[src/rtl/core_pkg.sv]
`default_nettype none
// +----------------------------------------------------------------------+
// | core_pkg                                                             |
// | Shared constants and pipeline-register types for the RV32I core.     |
// | Revision: 1.0 - initial release                                      |
// +----------------------------------------------------------------------+
package core_pkg;

   localparam int              XLEN      = 32;
   localparam logic [XLEN-1:0] RESET_PC  = 32'h0000_0000;
   localparam logic [31:0]     NOP_INSTR = 32'h0000_0013;   // addi x0,x0,0

   // Contents of a fetch->decode style pipeline register; also reusable by DE/EX
   typedef struct packed {
      logic [31:0]     instr;
      logic [XLEN-1:0] pc;
      logic [XLEN-1:0] pcplus4;
      logic            valid;
   } if_de_t;

endpackage
`default_nettype wire

[src/rtl/pc_reg.sv]
`default_nettype none
// +----------------------------------------------------------------------+
// | pc_reg                                                               |
// | Fetch program counter: redirect beats stall, otherwise advance by 4. |
// | Revision: 1.0 - initial release                                      |
// +----------------------------------------------------------------------+
module pc_reg #(
   parameter int              XLEN     = 32,
   parameter logic [XLEN-1:0] RESET_PC = '0
) (
   input  logic            clk,
   input  logic            rst_n,
   input  logic            i_stall,
   input  logic            i_redirect,
   input  logic [XLEN-1:0] i_target,
   output logic [XLEN-1:0] o_pc,
   output logic [XLEN-1:0] o_pc_plus4
);
   import core_pkg::*;

   logic [XLEN-1:0] r_pc;
   logic [XLEN-1:0] w_pc_plus4;
   logic            w_unused_target_lsbs;

   // Sequential successor wraps naturally at 2^XLEN
   assign w_pc_plus4 = r_pc + XLEN'(4);

   // Target is forced word-aligned, so its low bits are intentionally dropped
   assign w_unused_target_lsbs = ^i_target[1:0];

   // PC update: reset, then redirect (even while stalled), then hold, then +4
   always_ff @(posedge clk) begin
      if (!rst_n) begin
         r_pc <= RESET_PC;
      end else if (i_redirect) begin
         r_pc <= {i_target[XLEN-1:2], 2'b00};
      end else if (!i_stall) begin
         r_pc <= w_pc_plus4;
      end
   end

   assign o_pc       = r_pc;
   assign o_pc_plus4 = w_pc_plus4;

endmodule
`default_nettype wire

[src/rtl/fetch_decode_stage.sv]
`default_nettype none
// +----------------------------------------------------------------------+
// | fetch_decode_stage                                                   |
// | Fetch PC, instruction-memory address and the IF/DE pipeline register.|
// | Revision: 1.0 - initial release                                      |
// +----------------------------------------------------------------------+
module fetch_decode_stage #(
   parameter int              XLEN      = 32,
   parameter logic [XLEN-1:0] RESET_PC  = 32'h0000_0000,
   parameter logic [31:0]     NOP_INSTR = 32'h0000_0013
) (
   input  logic            clk,
   input  logic            rst_n,
   input  logic            stall_f,
   input  logic            stall_d,
   input  logic            flush_d,
   input  logic            PCSrc_e,
   input  logic [XLEN-1:0] PCTarget_e,
   output logic [XLEN-1:0] imem_addr,
   input  logic [31:0]     imem_rdata,
   output logic [31:0]     Instr_de,
   output logic [24:0]     VecImm_de,
   output logic [XLEN-1:0] PC_de,
   output logic [XLEN-1:0] PCPlus4_de,
   output logic            valid_de
);
   import core_pkg::*;

   // The pipeline-register struct is sized by the package datapath width
   if (XLEN != core_pkg::XLEN) begin : g_xlen_check
      $error("fetch_decode_stage: XLEN must match core_pkg::XLEN");
   end

   localparam if_de_t c_bubble = '{instr: NOP_INSTR, pc: '0, pcplus4: '0, valid: 1'b0};

   logic [XLEN-1:0] w_pc_f;
   logic [XLEN-1:0] w_pc_plus4_f;
   if_de_t          r_if_de;

   pc_reg #(
      .XLEN     (XLEN),
      .RESET_PC (RESET_PC)
   ) u_pc_reg (
      .clk        (clk),
      .rst_n      (rst_n),
      .i_stall    (stall_f),
      .i_redirect (PCSrc_e),
      .i_target   (PCTarget_e),
      .o_pc       (w_pc_f),
      .o_pc_plus4 (w_pc_plus4_f)
   );

   // IF/DE register: reset/flush load a bubble, stall holds, else capture fetch
   always_ff @(posedge clk) begin
      if (!rst_n || flush_d) begin
         r_if_de <= c_bubble;
      end else if (!stall_d) begin
         r_if_de <= '{instr: imem_rdata, pc: w_pc_f, pcplus4: w_pc_plus4_f, valid: 1'b1};
      end
   end

   assign imem_addr  = w_pc_f;
   assign Instr_de   = r_if_de.instr;
   assign VecImm_de  = r_if_de.instr[31:7];
   assign PC_de      = r_if_de.pc;
   assign PCPlus4_de = r_if_de.pcplus4;
   assign valid_de   = r_if_de.valid;

endmodule
`default_nettype wire

[config.mk]
export PLATFORM = sky130hd
export DESIGN_NAME = fetch_decode_stage
export DESIGN_NICKNAME = d
export VERILOG_FILES = /design/src/rtl/core_pkg.sv /design/src/rtl/pc_reg.sv /design/src/rtl/fetch_decode_stage.sv
export SDC_FILE = /design/constraint.sdc
export NUM_CORES = 1
export LEC_CHECK = 0
export ABC_CLOCK_PERIOD_IN_PS = 2000
export BUFFER_PORTS_ARGS = -buffer_cell sky130_fd_sc_hd__buf_2
export CORE_UTILIZATION = 38
export CTS_CLUSTER_DIAMETER = 150
export DETAILED_ROUTE_END_ITERATION = 10
export PLACE_DENSITY_LB_ADDON = 0.1
export SYNTH_ARGS = -nofsm -noshare
export SYNTH_HDL_FRONTEND = slang
export SYNTH_SLANG_ARGS = --single-unit
[constraint.sdc]
create_clock -name clk -period 2 [get_ports clk]
set_input_delay 0.4 -clock clk [delete_from_list [all_inputs] [get_ports clk]]
set_output_delay 0.4 -clock clk [all_outputs]
set_load 0.1 [all_outputs]
### After elaboration in Yosys (flattened, before gate mapping)

Cells that the tools add are included.

* multiply operators: 0
* order comparisons: 0
* multiplexer cells: 2
* add/sub/neg operators: 1
* bitwise operators: 1
* equal/unequal tests: 1
* shift-type cells: 0
* reduce and logical (&&, ||, !) cells: 3
* divide/modulo/power cells: 0

Operator list (count)
* two-way mux 32 bit: 2
* adder 32 x 3 -> 32 bit, second input constant: 1
* inequality test 2 x 1 -> 1 bit, second input constant: 1
* OR reduction 2 bit: 1
* zero test 1 bit: 1
* logical OR 1 bit: 1
* inverter 1 bit: 1

* register bits: 129
* output and inout port bits: 154
* input port bits: 70
* bits in writable memories: 0
* memories kept: 0
* latch bits: 0
* bits in read-only memories: 0
* logic and storage cells: 14

### Logic depth before layout (Yosys ltp)

* depth after elaboration: 3
* gate-level depth with buffers: 7
* gate-level depth less buffers: 6

### Modules after synthesis

A second synthesis with hierarchy kept.

* cell total of the unflattened synthesis: 637
* area total of the unflattened synthesis: 5909.4 µm²

By module, submodules not included
* fetch_decode_stage: area each 3624.7 µm², seq. area each 1941.9 µm², cells an instance 339, times used 1
* pc_reg: area each 2284.7 µm², seq. area each 600.6 µm², cells an instance 298, times used 1

### Worst setup path after synthesis

No wires, ideal clock.

* path kind: register -> register
* start: register u_pc_reg.r_pc[3], in the netlist u_pc_reg.o_pc[3]
* end: register u_pc_reg.r_pc[30], in the netlist u_pc_reg.o_pc[30]
* path buffers: 0
* setup time: 0.085 ns
* slack: -0.513 ns
* clock period less this slack: 2.513 ns
* data required time: 1.915 ns
* cell stages (with the launch flop): 7
* arrival: 2.428 ns
* cells stage by stage: dfxtp_1 > ha_1 > nand4_1 > nor2_2 > nand4_1 > xor2_1 > o31ai_2

* longest elaborated chain between the ends: 3

Ends and longest elaborated chain
* start: declaration: RTL line pc_reg.sv:21 `logic [XLEN-1:0] r_pc;`
* start signal: assignment: RTL line pc_reg.sv:36 `r_pc <= {i_target[XLEN-1:2], 2'b00};`
* start signal: assignment: RTL line pc_reg.sv:38 `r_pc <= w_pc_plus4;`
* adder 32 x 3 -> 32 bit: RTL line pc_reg.sv:26 `assign w_pc_plus4 = r_pc + XLEN'(4);`
* two-way mux 32 bit: RTL line pc_reg.sv:37 `end else if (!i_stall) begin`
* two-way mux 32 bit: RTL line pc_reg.sv:35 `end else if (i_redirect) begin`

No other way between the ends. The select of a mux whose other input is x is not followed.
A chain may end at the register's enable or synchronous reset.

### Final worst setup path

* start: register u_pc_reg.r_pc[2], in the netlist u_pc_reg.o_pc[2]
* end: register u_pc_reg.r_pc[18], in the netlist u_pc_reg.o_pc[18]

The elaborated chain is that of the path after synthesis.

==> metrics.txt <==
largest net degree at the start of global routing 69; top-area cell type share of the netlist area 44.5%; nets@finish 871; global placement routability congestion 0.770; Core ar. 14,000 sq um; syn avg cell area 8.99 sq um; CTS buffer count 17; antenna cells 0; Slew Viols, Final 0; buffer count from post-CTS setup fixing 0; WL per Instance 14.8 um; cells after synthesis 616; Syn. warnings 0; Sequential Power Share 37.0%; CTS tree built; Switching Share 32.2%; relative slew slack 65.3%; critical path class reg -> reg; outcome complete, no violations; Yosys cell types 41; Pre-Repair DR Iteration Count 4; RSZ-0062 raised after global routing no; area leader, netlist dfxtp_1; worst-path maximum fanout 7; switching pwr 2.33 mW; Die ar. 15,100 sq um; 1st-iter DRT viols 192; Top Ports 224; WP data required 2290 ps; # DRC 0; CTS Hold Bufs 0; most frequent cells in the layout buf_2, dfxtp_1, nor2_1, mux2i_1, o21ai_0; Comb pwr share 20.1%; Sink Count 123; Worst Tran Pin Value 525 ps; Tot GR Track Use 20.3%; Lkg Pwr 3.51 nW; final wirelength 14,700 um; Final Skew 6.34 ps; setup_tns 0 ps; CP endpoint kind register; overall power 7.23 mW; most common cell after layout, fill and taps aside buf_2; DR vias/cell 4.86; Clock Path Buffers 2; synthesized area 5540 sq um; Fmax 566 MHz; VDD IR max 0.519 mV; #FFs+latches synth 123; hpwl dp 10,800 um; vias in the first global route 4,559; initial antenna violation count 1; chip width 123 um; share of layout cells above drive strength 1 37.1%; Startpoint Class register; top post-synthesis cells by area dfxtp_1, mux2i_1, xor2_1; Min-Delay Path Class in -> reg; Initial Util 39.4%; GRT overflow 0; CP arrival 2050 ps; met3 wire len 903 um; placement row count 43; met2 wire len 6940 um; setup violators final 0; first-pass GRT wire length 23,300 um; clock transition at the registers of the reported paths 60 ps; PortBufs 215; pwr/cell area 991 nW/um^2; clock power share 42.8%; sequential share of the synthesized area 44.5%; Pint 4.90 mW; worst skew pair latency 410 ps; final hold violation count 0; Highest Signal Layer met4; Tcrit/Tclk final 88.4%; DR vias 4,828; Routed met1 length 6690 um; Area Growth Syn to Fin 31.8%; clock root cell clkbuf_16; fin crit period 1770 ps; antenna viol nets, final 0; H-tree depth 4; Max-Cap Viols 0; Die Span Y 123 um
[routing by layer]
metal / global-route usage (%) / up-vias
li1: - / 2435
met1: 24.8 / 2208
met2: 34.0 / 171
met3: 5.25 / 14
met4: 8.00 / 0
met5: 0 / -
[cell families (layout without fill, tap and decap cells)]
| family | count (synthesis) | count (layout) | synth area share (%) |
|---|---|---|---|
| multiplexers | 66 | 66 | 12.0 |
| buffers and inverters | 82 | 274 | 8.05 |
| AND/OR/NAND/NOR | 185 | 185 | 16.7 |
| other | 1 | 6 | 0.0677 |
| AO/OA/AOI/OAI | 106 | 106 | 10.3 |
| adder cells (fa/ha/maj) | 1 | 1 | 0.226 |
| flip-flops | 123 | 123 | 44.5 |
| XOR/XNOR | 52 | 52 | 8.23 |
[through the flow]
step	hold WS, ps	utilization (%)	area, sq um	worst slack (ps)	std cells
floorplan	525	-	5610	-5.01	621
global placement	438	47.7	6700	200	961
detailed placement	446	47.7	6700	188	961
CTS	189	51.9	7290	167	993
global route	209	52.0	7300	34.6	993
finish	218	52.0	7300	232	993
[cell type report]
| type | count | area (sq um) |
|---|---|---|
| tap | 180 | 225 |
| clock buffer | 25 | 485 |
| inverter | 5 | 18.8 |
| timing repair buffer | 237 | 1280 |
| sequential | 123 | 2520 |
| multi-input combinational | 416 | 2660 |
| fill | 1364 | 6750 |
| clock inverter | 7 | 111 |
[what timing repair did]
item,CTS,global route
endpoints found under the hold margin,0,0
setup endpoints to repair,0,1
gates resized for setup,0,1
[worst paths after layout]
check,end,slack [ps],cells past startpoint,startpoint
max,u_pc_reg.o_pc[18],230,6,u_pc_reg.o_pc[2]
min,Instr_de[4],220,3,imem_rdata[4]
max reg2reg,u_pc_reg.o_pc[18],230,6,u_pc_reg.o_pc[2]
min reg2reg,valid_de,460,1,valid_de
[cell usage after synthesis (all sizes together)]
library cell  instances
a211oi                2
a21oi                48
a32o                  1
a41o                  1
and2                  3
and3                  3
and4                  3
buf                  50
clkbuf               27
conb                  1
dfxtp               123
ha                    1
inv                   5
mux2                  1
mux2i                65
nand2                38
nand2b                1
nand3                15
nand4                16
nand4b                4
nor2                 85
nor2b                 5
nor3                  8
nor4                  4
o211a                 3
o21a                  1
o21ai                49
o31ai                 1
xnor2                15
xor2                 37
[sequential cells by signal, summed over array words and instances (netlist names)]
register and cells:
PC_de 30, PCPlus4_de 30, valid_de 1, Instr_de 32, u_pc_reg.o_pc 30
[critical path: stages, from the launching register on]
cell,delay [ps]
dfxtp_4,370
ha_1,180
nand4_1,280
nor4_4,380
nand2_1,170
mux2i_1,170
o21ai_0,100
[power groups by stage]
stage | combinational (mW) | sequential [mW] | clock [mW]
floorplan | 0.544 | 3.40 | 0
global placement | 1.46 | 2.72 | 0
detailed placement | 1.46 | 2.73 | 0
CTS | 1.47 | 2.68 | 3.18
global route | 1.53 | 2.70 | 3.29
finish | 1.46 | 2.68 | 3.10
Note: power is estimated with default switching activity, not from simulation.
